===== src/rtl/capture_pkg.sv =====
`default_nettype none
// ============================================================
// capture_pkg : shared encodings for the capture sequencer
// Rev 1.0
// ============================================================
package capture_pkg;

    typedef enum logic [1:0] {
        ST_IDLE  = 2'd0,
        ST_ARMED = 2'd1,
        ST_POST  = 2'd2,
        ST_DONE  = 2'd3
    } state_t;

    localparam logic TRIG_LEVEL = 1'b0;
    localparam logic TRIG_EDGE  = 1'b1;

    localparam int LEVELS  = 8;
    localparam int SADDR_W = 24;

endpackage
`default_nettype wire


===== src/rtl/capture_seq_if.sv =====
`default_nettype none
// ============================================================
// capture_seq_if : FIFO-facing capture output stream
// Rev 1.0
// ============================================================
interface capture_seq_if #(
    parameter int size = 32
) ();
    logic [size-1:0] cap_data;
    logic            cap_valid;
    logic            cap_last;
    logic            cap_ready;

    modport master (output cap_data, output cap_valid, output cap_last, input cap_ready);
    modport slave  (input cap_data, input cap_valid, input cap_last, output cap_ready);
endinterface
`default_nettype wire


===== src/rtl/capture_seq_trig_match.sv =====
`default_nettype none
// ============================================================
// trig_match : single trigger-stage comparator
// Rev 1.0
// ============================================================
module trig_match
    import capture_pkg::*;
#(
    parameter int size = 32
) (
    input  wire logic [size-1:0] mask_i,
    input  wire logic [size-1:0] type_i,
    input  wire logic [size-1:0] level_i,
    input  wire logic [size-1:0] data_i,
    input  wire logic [size-1:0] prev_i,
    input  wire logic            prev_valid_i,
    output logic                 match_o
);

    always_comb begin
        match_o = 1'b1;
        for (int i = 0; i < size; i++) begin
            if (mask_i[i]) begin
                if (data_i[i] != level_i[i]) begin
                    match_o = 1'b0;
                end else if (type_i[i] == TRIG_EDGE &&
                             !(prev_valid_i && (prev_i[i] != data_i[i]))) begin
                    match_o = 1'b0;
                end
            end
        end
    end

endmodule
`default_nettype wire


===== src/rtl/capture_seq.sv =====
`default_nettype none
// ============================================================
// capture_seq : multi-stage trigger with post-trigger capture
// Rev 1.0
// ============================================================
module capture_seq
    import capture_pkg::*;
#(
    parameter int size    = 32,
    parameter int levels  = LEVELS,
    parameter int saddr_w = SADDR_W
) (
    input  wire logic                   clk,
    input  wire logic                   reset,
    input  wire logic                   arm,
    input  wire logic                   abort,
    input  wire logic [size-1:0]        smp_data,
    input  wire logic                   smp_valid,
    input  wire logic [levels*size-1:0] trig_mask,
    input  wire logic [levels*size-1:0] trig_type,
    input  wire logic [levels*size-1:0] trig_level,
    input  wire logic [3:0]             num_levels,
    input  wire logic [saddr_w-1:0]     post_count,
    capture_seq_if.master               cap,
    output logic                        armed,
    output logic                        triggered,
    output logic                        done,
    output logic                        overrun,
    output logic [3:0]                  stage
);

    localparam logic [4:0] c_levels = 5'(levels);

    state_t              state_q;
    logic [3:0]          stage_q;
    logic [saddr_w-1:0]  post_cnt_q;
    logic [saddr_w-1:0]  post_cnt_d;
    logic [size-1:0]     prev_q;
    logic                prev_valid_q;
    logic [size-1:0]     cap_data_q;
    logic                cap_valid_q;
    logic                cap_last_q;
    logic                armed_q;
    logic                triggered_q;
    logic                done_q;
    logic                overrun_q;

    logic [3:0]          w_last_stage;
    logic [size-1:0]     w_mask;
    logic [size-1:0]     w_type;
    logic [size-1:0]     w_level;
    logic                w_match;
    logic                w_fwd;
    logic                w_hit;
    logic                w_post_end;
    logic                w_last;

    always_comb begin
        w_last_stage = 4'd0;
        if (num_levels == 4'd0) begin
            w_last_stage = 4'd0;
        end else if (5'(num_levels) > c_levels) begin
            w_last_stage = 4'(c_levels - 5'd1);
        end else begin
            w_last_stage = num_levels - 4'd1;
        end
    end

    always_comb begin
        w_mask  = '0;
        w_type  = '0;
        w_level = '0;
        for (int k = 0; k < levels; k++) begin
            if (stage_q == 4'(k)) begin
                w_mask  = trig_mask[k*size +: size];
                w_type  = trig_type[k*size +: size];
                w_level = trig_level[k*size +: size];
            end
        end
    end

    trig_match #(
        .size (size)
    ) u_trig_match (
        .mask_i       (w_mask),
        .type_i       (w_type),
        .level_i      (w_level),
        .data_i       (smp_data),
        .prev_i       (prev_q),
        .prev_valid_i (prev_valid_q),
        .match_o      (w_match)
    );

    // Ranges use >= so a num_levels/post_count change mid-capture cannot make a counter wrap.
    assign post_cnt_d = post_cnt_q + saddr_w'(1);
    assign w_fwd      = smp_valid && (state_q == ST_ARMED || state_q == ST_POST);
    assign w_hit      = smp_valid && (state_q == ST_ARMED) && w_match && (stage_q >= w_last_stage);
    assign w_post_end = smp_valid && (state_q == ST_POST) && (post_cnt_d >= post_count);
    assign w_last     = (w_hit && (post_count == '0)) || w_post_end;

    always_ff @(posedge clk) begin
        if (reset) begin
            state_q      <= ST_IDLE;
            stage_q      <= 4'd0;
            post_cnt_q   <= '0;
            prev_q       <= '0;
            prev_valid_q <= 1'b0;
            cap_data_q   <= '0;
            cap_valid_q  <= 1'b0;
            cap_last_q   <= 1'b0;
            armed_q      <= 1'b0;
            triggered_q  <= 1'b0;
            done_q       <= 1'b0;
            overrun_q    <= 1'b0;
        end else if (abort) begin
            state_q     <= ST_IDLE;
            cap_valid_q <= 1'b0;
            cap_last_q  <= 1'b0;
            armed_q     <= 1'b0;
            done_q      <= 1'b0;
        end else begin
            cap_valid_q <= w_fwd && cap.cap_ready;
            cap_last_q  <= w_fwd && cap.cap_ready && w_last;
            if (w_fwd && cap.cap_ready) begin
                cap_data_q <= smp_data;
            end
            if (w_fwd && !cap.cap_ready) begin
                overrun_q <= 1'b1;
            end
            if (w_fwd) begin
                prev_q       <= smp_data;
                prev_valid_q <= 1'b1;
            end

            case (state_q)
                ST_IDLE, ST_DONE: begin
                    if (arm) begin
                        state_q      <= ST_ARMED;
                        stage_q      <= 4'd0;
                        prev_valid_q <= 1'b0;
                        armed_q      <= 1'b1;
                        triggered_q  <= 1'b0;
                        done_q       <= 1'b0;
                        overrun_q    <= 1'b0;
                    end
                end
                ST_ARMED: begin
                    if (w_hit) begin
                        triggered_q <= 1'b1;
                        post_cnt_q  <= '0;
                        if (post_count == '0) begin
                            state_q <= ST_DONE;
                            armed_q <= 1'b0;
                            done_q  <= 1'b1;
                        end else begin
                            state_q <= ST_POST;
                        end
                    end else if (smp_valid && w_match) begin
                        stage_q <= stage_q + 4'd1;
                    end
                end
                ST_POST: begin
                    if (smp_valid) begin
                        post_cnt_q <= post_cnt_d;
                        if (w_post_end) begin
                            state_q <= ST_DONE;
                            armed_q <= 1'b0;
                            done_q  <= 1'b1;
                        end
                    end
                end
                default: state_q <= ST_IDLE;
            endcase
        end
    end

    assign cap.cap_data  = cap_data_q;
    assign cap.cap_valid = cap_valid_q;
    assign cap.cap_last  = cap_last_q;
    assign armed         = armed_q;
    assign triggered     = triggered_q;
    assign done          = done_q;
    assign overrun       = overrun_q;
    assign stage         = stage_q;

endmodule
`default_nettype wire


===== src/flat_wrapper.sv =====
// flat-port wrapper written by rule: the top's interface ports become plain ports
module capture_seq_flat import capture_pkg::*;
#(
    parameter int size    = 32,
    parameter int levels  = LEVELS,
    parameter int saddr_w = SADDR_W
)
  (clk, reset, arm, abort, smp_data, smp_valid, trig_mask, trig_type, trig_level, num_levels, post_count, armed, triggered, done, overrun, stage, cap_cap_data, cap_cap_valid, cap_cap_last, cap_cap_ready);
  capture_seq_if #(.size(size)) cap_i ();
  input  wire logic clk;
  input  wire logic reset;
  input  wire logic arm;
  input  wire logic abort;
  input  wire logic [size-1:0] smp_data;
  input  wire logic smp_valid;
  input  wire logic [levels*size-1:0] trig_mask;
  input  wire logic [levels*size-1:0] trig_type;
  input  wire logic [levels*size-1:0] trig_level;
  input  wire logic [3:0] num_levels;
  input  wire logic [saddr_w-1:0] post_count;
  output logic armed;
  output logic triggered;
  output logic done;
  output logic overrun;
  output logic [3:0] stage;
  output wire logic [$bits(cap_i.cap_data)-1:0] cap_cap_data;
  output wire logic [$bits(cap_i.cap_valid)-1:0] cap_cap_valid;
  output wire logic [$bits(cap_i.cap_last)-1:0] cap_cap_last;
  input wire logic [$bits(cap_i.cap_ready)-1:0] cap_cap_ready;
  assign cap_cap_data = cap_i.cap_data;
  assign cap_cap_valid = cap_i.cap_valid;
  assign cap_cap_last = cap_i.cap_last;
  assign cap_i.cap_ready = cap_cap_ready;
  capture_seq #(.size(size), .levels(levels), .saddr_w(saddr_w)) u_core (.clk(clk), .reset(reset), .arm(arm), .abort(abort), .smp_data(smp_data), .smp_valid(smp_valid), .trig_mask(trig_mask), .trig_type(trig_type), .trig_level(trig_level), .num_levels(num_levels), .post_count(post_count), .cap(cap_i), .armed(armed), .triggered(triggered), .done(done), .overrun(overrun), .stage(stage));
endmodule

===== config.mk =====
export PLATFORM = sky130hd
export DESIGN_NAME = capture_seq_flat
export DESIGN_NICKNAME = d
export VERILOG_FILES = /design/src/rtl/capture_pkg.sv /design/src/rtl/capture_seq_if.sv /design/src/rtl/capture_seq_trig_match.sv /design/src/rtl/capture_seq.sv /design/src/flat_wrapper.sv
export SDC_FILE = /design/constraint.sdc
export NUM_CORES = 1
export LEC_CHECK = 0
export CAP_MARGIN = 20
export CORE_AREA = 2 2 343 345
export DETAILED_ROUTE_END_ITERATION = 10
export DIE_AREA = 0 0 345 347
export GPL_ROUTABILITY_DRIVEN = 0
export PLACE_DENSITY = 0.37
export RECOVER_POWER = 50
export SYNTH_ARGS = -nofsm -noshare
export SYNTH_HDL_FRONTEND = slang
export SYNTH_SLANG_ARGS = --single-unit

===== constraint.sdc =====
create_clock -name clk -period 3.69 [get_ports clk]
set_clock_uncertainty 0.05 [all_clocks]
set_input_delay 0.738 -clock clk [delete_from_list [all_inputs] [get_ports clk]]
set_output_delay 0.738 -clock clk [all_outputs]
set_load 0.03 [all_outputs]

==> results of run 1 <==
## area by class of cell
type | instances | area [µm²]
tap | 1524 | 1910
sequential | 101 | 2040
multi-input combinational | 1799 | 12400
clock buffer | 11 | 243
timing repair buffer | 1384 | 13600
antenna | 38 | 95.1
fill | 12892 | 85100
clock inverter | 5 | 43.8
inverter | 87 | 352
## flip-flops by register name, indices dropped and copies added (netlist names)
register,flops
u_core.overrun,1
u_core.prev_valid_q,1
u_core.armed,1
u_core.prev_q,32
u_core.post_cnt_q,24
u_core.cap.cap_last,1
u_core.cap.cap_data,32
u_core.stage,4
u_core.cap.cap_valid,1
u_core.triggered,1
u_core.done,1
u_core.state_q,2
## per-stage QoR
step                      std cells  hold slack, ns  area, µm²  worst slack, ns
after floorplan                2225           0.385      15300         -0.00253
after global placement         4862           0.393      29200            -1.30
after detailed placement       4862           0.400      29200            -1.24
after CTS                      4905           0.412      30200           -0.545
after global routing           4934           0.433      30600           -0.607
final                          4949           0.409      30600           -0.518
## timing repair
action	in CTS	in global routing
setup buffers	27	6
resized for setup	78	62
gates cloned	1	0
pin swaps	34	25
setup endpoints to repair	34	34
## layer usage
layer | wire [µm] | track usage [%]
met2 | 78300 | 44.3
met4 | 4870 | 8.27
met1 | 72200 | 34.3
met5 | 563 | 0
met3 | 16100 | 9.65
## power groups by stage
stage	registers, mW	logic (mW)	clock network [mW]
after global routing	1.11	1.99	1.16
final	1.11	1.91	1.09
after global placement	1.14	1.84	0
after floorplan	1.14	0.383	0
after detailed placement	1.14	1.84	0
after CTS	1.11	1.88	1.14
## worst paths after layout
check	from	slack, ns	cells after the start	to
worst max-delay path	u_core.stage[0]	-0.52	16	u_core.stage[3]
worst max register to register	u_core.stage[0]	-0.52	16	u_core.stage[3]
worst min-delay path	u_core.post_cnt_q[15]	0.41	2	u_core.post_cnt_q[15]
worst min register to register	u_core.post_cnt_q[15]	0.41	2	u_core.post_cnt_q[15]
## placed cells by master, fill, tap and decap left out, types with 14 or more instances in the layout
cell,netlist,final
a211oi_1,25,17
a21o_1,26,26
a21oi_1,284,276
a221o_1,17,17
a221oi_1,76,61
a221oi_2,11,21
a22o_1,20,20
a22oi_1,37,34
and2_1,16,15
buf_12,0,75
buf_4,23,415
clkdlybuf4s50_1,0,843
dfxtp_1,101,96
diode_2,0,38
dlygate4sd3_1,0,31
ha_1,36,31
inv_1,84,80
mux2i_1,21,21
nand2_1,355,353
nand2b_1,21,16
nand3_1,45,43
nand3b_1,76,76
nand4_1,25,25
nor2_1,89,86
nor2b_1,29,23
nor3_1,15,14
o211ai_1,21,21
o21a_1,18,17
o21ai_0,110,99
o221ai_1,47,39
o22ai_1,57,48
o2bb2ai_1,20,18
o31ai_1,16,16
xnor2_1,27,26
xor2_1,30,30
## cell families after synthesis
kind of cell | Yosys count | synth area share (%)
adders and majority gates | 37 | 3.05
DFF | 101 | 13.4
muxes | 23 | 1.56
buffers and inverters | 325 | 10.5
AOI/OAI and AO/OA | 939 | 44.1
xor gates and xnor gates | 57 | 3.30
and+or+nand+nor | 743 | 24.1
## worst max-delay path: cells and delay by family (launching register included)
kind                       cells  cell delay (ns)
and+or+nand+nor                5             1.69
AOI/OAI and AO/OA              4             0.92
buffers and inverters          6             0.82
DFF                            1             0.43
adders and majority gates      1             0.20
==> metrics, run 1 <==
Die W=345 µm; number of max-cap violations=0; Synth Net Count=3,095; sw frac=33.5%; Critical Path Fanout Max=12; HPWL after DPL=145 mm; final setup TNS=-14.88 ns; Nets=4,252; CTS sink cnt=101; largest net degree at the start of global routing=85; Mapped Area=0.0151 mm²; die area=0.120 mm²; Tcrit/Tclk final=114%; CTS tree=yes; via count=24,460; number of flops mapped to enable cells by yosys=0; Core Region=0.116 mm²; wire length of the first global-routing pass=225 mm; P_leak=11.5 nW; DRT Pass-1 Iters=7; share of cells above drive strength 1=20.7%; starting DRC count in detailed routing=2,385; number of synthesized register bits=101; Synth top area share=13.4%; initial antenna violation count=99; crit path cell chain=ha_4 -> buf_4 -> buf_12 -> inv_4 -> buf_12 -> buf_4 -> buf_12 -> nand2_1 -> o21ai_0 -> a32o_1 -> o21ai_1 -> nand4_1 -> or3_1 -> or4_4 -> or4_4 -> a21boi_1; crit path launch type=register; Setup CP Type=reg2reg; Internal Power=2.74 mW; number of port buffers=875; Crit-path slowest cell=or4_4; vias per cell=4.94; Initial Utilization=13.1%; clock buffer depth=2; register clock-pin slew on the reported worst setup and hold paths=0.08 ns; Hold WC Path Type=reg2reg; vias in the first global route=23,928; CTS root buf=clkbuf_16; IO Pins=876; Flop pwr share=27.0%; Final min period=4.21 ns; most used cell, CP=buf_12; CP Capture Type=register; wirelength, routed=172 mm; TritonCTS Buffers=9; final core utilization=26.5%; relative slew slack=25.9%; commonest cells in the netlist=nand2_1, a21oi_1, o21ai_0; Main synth FF type=dfxtp_1; P&R area growth vs syn=103%; fmax=0.238 GHz; P_sw=1.38 mW; Clock power frac=26.5%; library cells used by synthesis=94; failing checks=negative setup slack; setup ws final=-0.518 ns; status=finished, violations left; post-synthesis sequential area ratio=13.4%; combinational share of power=46.4%; drt wl/cell=34.8 µm; Final Max Tran Viols=0; WP data required=3.97 ns; Total GRT Usage=27.5%; RSZ-0062 raised after global routing=yes; top cells by area, synth=dfxtp_1, a21oi_1, nand2_1; most numerous cell in the Yosys netlist=nand2_1; H-Tree Level Count=3; Hold-fix buffers, CTS=0; ys async rst share=0%; DR DRC count=0; Die H=347 µm; Pwr Density=134 mW/mm²; GRT overflow=0; area leader, netlist=dfxtp_1; VDD IR max=0.239 mV; Yosys warnings=0; antenna-violating nets left=0; # setup viols final=34; Synth Area per Inst=6.79 µm²; Final Hold Fails=0; Clock Latency Late Sink=0.41 ns; Post-Synthesis Cells=2,225; CP arrival=4.48 ns; Crit path largest cell delay=0.53 ns; Tightest Pin Transition=1.11 ns; Site Rows=125; Final Power=4.11 mW
(Power assumes the default switching activity.)
==> run 2: changes to the inputs <==
--- a/config.mk
+++ b/config.mk
@@ -10,8 +10,9 @@
 export DETAILED_ROUTE_END_ITERATION = 10
 export DIE_AREA = 0 0 345 347
 export GPL_ROUTABILITY_DRIVEN = 0
-export PLACE_DENSITY = 0.37
+export PLACE_DENSITY = 0.36
 export RECOVER_POWER = 50
+export SKIP_LAST_GASP = 1
 export SYNTH_ARGS = -nofsm -noshare
 export SYNTH_HDL_FRONTEND = slang
 export SYNTH_SLANG_ARGS = --single-unit
==> constraint.sdc (replaced) <==
create_clock -name clk -period 4.2 [get_ports clk]
set_clock_uncertainty 0.05 [all_clocks]
set_input_delay 0.84 -clock clk [delete_from_list [all_inputs] [get_ports clk]]
set_output_delay 0.84 -clock clk [all_outputs]
set_load 0.03 [all_outputs]
==> run 2 against run 1 <==
Net effect: the run ends with max-capacitance violations, max-slew violations, negative setup slack left; routed wire length is 0.78% higher; via count barely moved; maximum frequency shrank 2.7%; final area increased by 1.2%.
==> metrics, run 2 (synthesis results as in run 1) <==
buffers and inverters on the worst path=5; Crit-path slowest cell=or4_4; number of max-cap violations=1; failing checks=max-capacitance violations, max-slew violations, negative setup slack; Inst Count DP=4,770; Top Family by Delay on Critical Path=simple AND/OR/NAND/NOR gates; Setup CP Type=reg2reg; crit path launch type=register; commonest cells after routing, fill and taps aside=clkdlybuf4s50_1, nand2_1, buf_4; fmax=0.231 GHz; Filler Cell Count=12,823; IO Pins=876; largest net degree at the start of global routing=51; share of cells above drive strength 1=20.7%; vias in the first global route=23,781; Nets=4,198; Die H=347 µm; relative slew slack=-54.9%; Crit path largest cell delay=0.62 ns; via count=24,438; starting DRC count in detailed routing=2,249; vias per cell=4.99; Site Rows=125; CTS root buf=clkbuf_16; Die W=345 µm; VDD IR max=0.219 mV; Final min period=4.32 ns; HPWL after DPL=142 mm; Final Hold Fails=0; Place WS=-0.713 ns; number of port buffers=875; CP arrival=4.56 ns; most common cell after layout, fill and taps aside=clkdlybuf4s50_1; wirelength, routed=173 mm; # setup viols final=22; H-Tree Level Count=3; final setup TNS=-1.28 ns; initial antenna violation count=92; Initial Utilization=13.1%; Final Max Tran Viols=34; setup ws final=-0.124 ns; CTS sink cnt=101; Hold WC Path Type=reg2reg; Hold-fix buffers, CTS=0; Total GRT Usage=27.5%; Pwr Density=116 mW/mm²; antenna-violating nets left=0; DRT Pass-1 Iters=5; GRT overflow=0; drt wl/cell=35.4 µm; wire length of the first global-routing pass=225 mm; die area=0.120 mm²; status=finished, violations left; Clock Latency Late Sink=0.40 ns; DR DRC count=0; final core utilization=26.8%; RSZ-0062 raised after global routing=yes; Tcrit/Tclk final=103%; Tightest Pin Transition=2.32 ns; hold_ws=0.408 ns; CP Capture Type=register; Critical Path Fanout Max=12; Final Instance Count excl. Fillers=4,894; most used cell, CP=buf_6; P_leak=11.5 nW; CTS tree=yes; Core Region=0.116 mm²; TritonCTS Buffers=9; P&R area growth vs syn=105%; WP data required=4.44 ns; crit path cell chain=buf_6 -> ha_4 -> buf_6 -> nor2b_4 -> buf_6 -> a221oi_2 -> buf_4 -> a2bb2oi_4 -> and3_1 -> o31a_1 -> or4bb_1 -> or4_4 -> o21a_4 -> buf_6 -> o41ai_4; register clock-pin slew on the reported worst setup and hold paths=0.09 ns; clock buffer depth=2
==> run 2: changes by cell type in the layout (fill, tap and decap cells not counted), moves of 5 or more <==
cell and delta:
buf_4 -92, buf_6 +18, o2111ai_1 +11, o2111ai_2 -11, clkdlybuf4s50_1 -9, dlygate4sd3_1 +9, a21oi_1 -8, a21oi_2 +8
buf_16 +6, clkbuf_16 +6, o22ai_1 -6, a221oi_1 -5
==> run 2: worst paths after layout <==
kind                                 from                      end  slack (ns)  cells past startpoint
setup / recovery          u_core.stage[0]     u_core.post_cnt_q[4]       -0.12                     15
hold / removal    u_core.cap.cap_data[24]  u_core.cap.cap_data[24]        0.41                      2
setup reg to reg          u_core.stage[0]     u_core.post_cnt_q[4]       -0.12                     15
hold reg to reg   u_core.cap.cap_data[24]  u_core.cap.cap_data[24]        0.41                      2
==> run 2: per-layer routing <==
metal  share of wire, %  track usage (%)  vias to the layer above
li1                   -                -                    10688
met5               0.24                0                        -
met1                 43             35.4                    12213
met4                3.6             8.96                       66
met3                8.1             7.69                      279
met2                 45             43.9                     1192
==> run 2: worst register-to-register path, stage by stage, from the launching register on <==
cell       delay (ns)
dfxtp_2          0.35
buf_6            0.13
ha_4             0.22
buf_6            0.14
nor2b_4          0.18
buf_6            0.28
a221oi_2         0.12
buf_4            0.15
a2bb2oi_4        0.18
and3_1           0.19
o31a_1           0.41
or4bb_1          0.54
or4_4            0.62
o21a_4           0.28
buf_6            0.13
o41ai_4          0.26
==> run 2: metrics by stage <==
| step | instance area, µm² | power (mW) |
|---|---|---|
| finish | 31000 | 3.59 |
| detailed placement | 28300 | 2.55 |
| global route | 31000 | 3.73 |
| global placement | 28300 | 2.56 |
| floorplan | 15100 | 1.34 |
| CTS | 30000 | 3.61 |
==> run 2: what timing repair did <==
item,CTS,global route
buffers inserted,42,25
gates resized for setup,144,121
cloned,9,6
hold endpoints to repair,0,0
setup endpoints to repair,34,34
pin swaps,51,66
==> run 2: cell type report <==
type	count	area [µm²]	area share, %
flip-flops and latches	101	2040	6.58
multi-input cells	1799	12600	40.8
inverters	87	342	1.10
clock inverters	3	43.8	0.141
repair buffers	1330	13700	44.1
well taps	1524	1910	6.15
diodes	38	95.1	0.307
clock buffers	12	256	0.827
==> run 2: power breakdown <==
part | internal [mW] | total, mW | switching, mW
sequential | 0.967 | 0.978 | 0.0109
clock | 0.496 | 0.972 | 0.476
combinational | 0.991 | 1.64 | 0.647
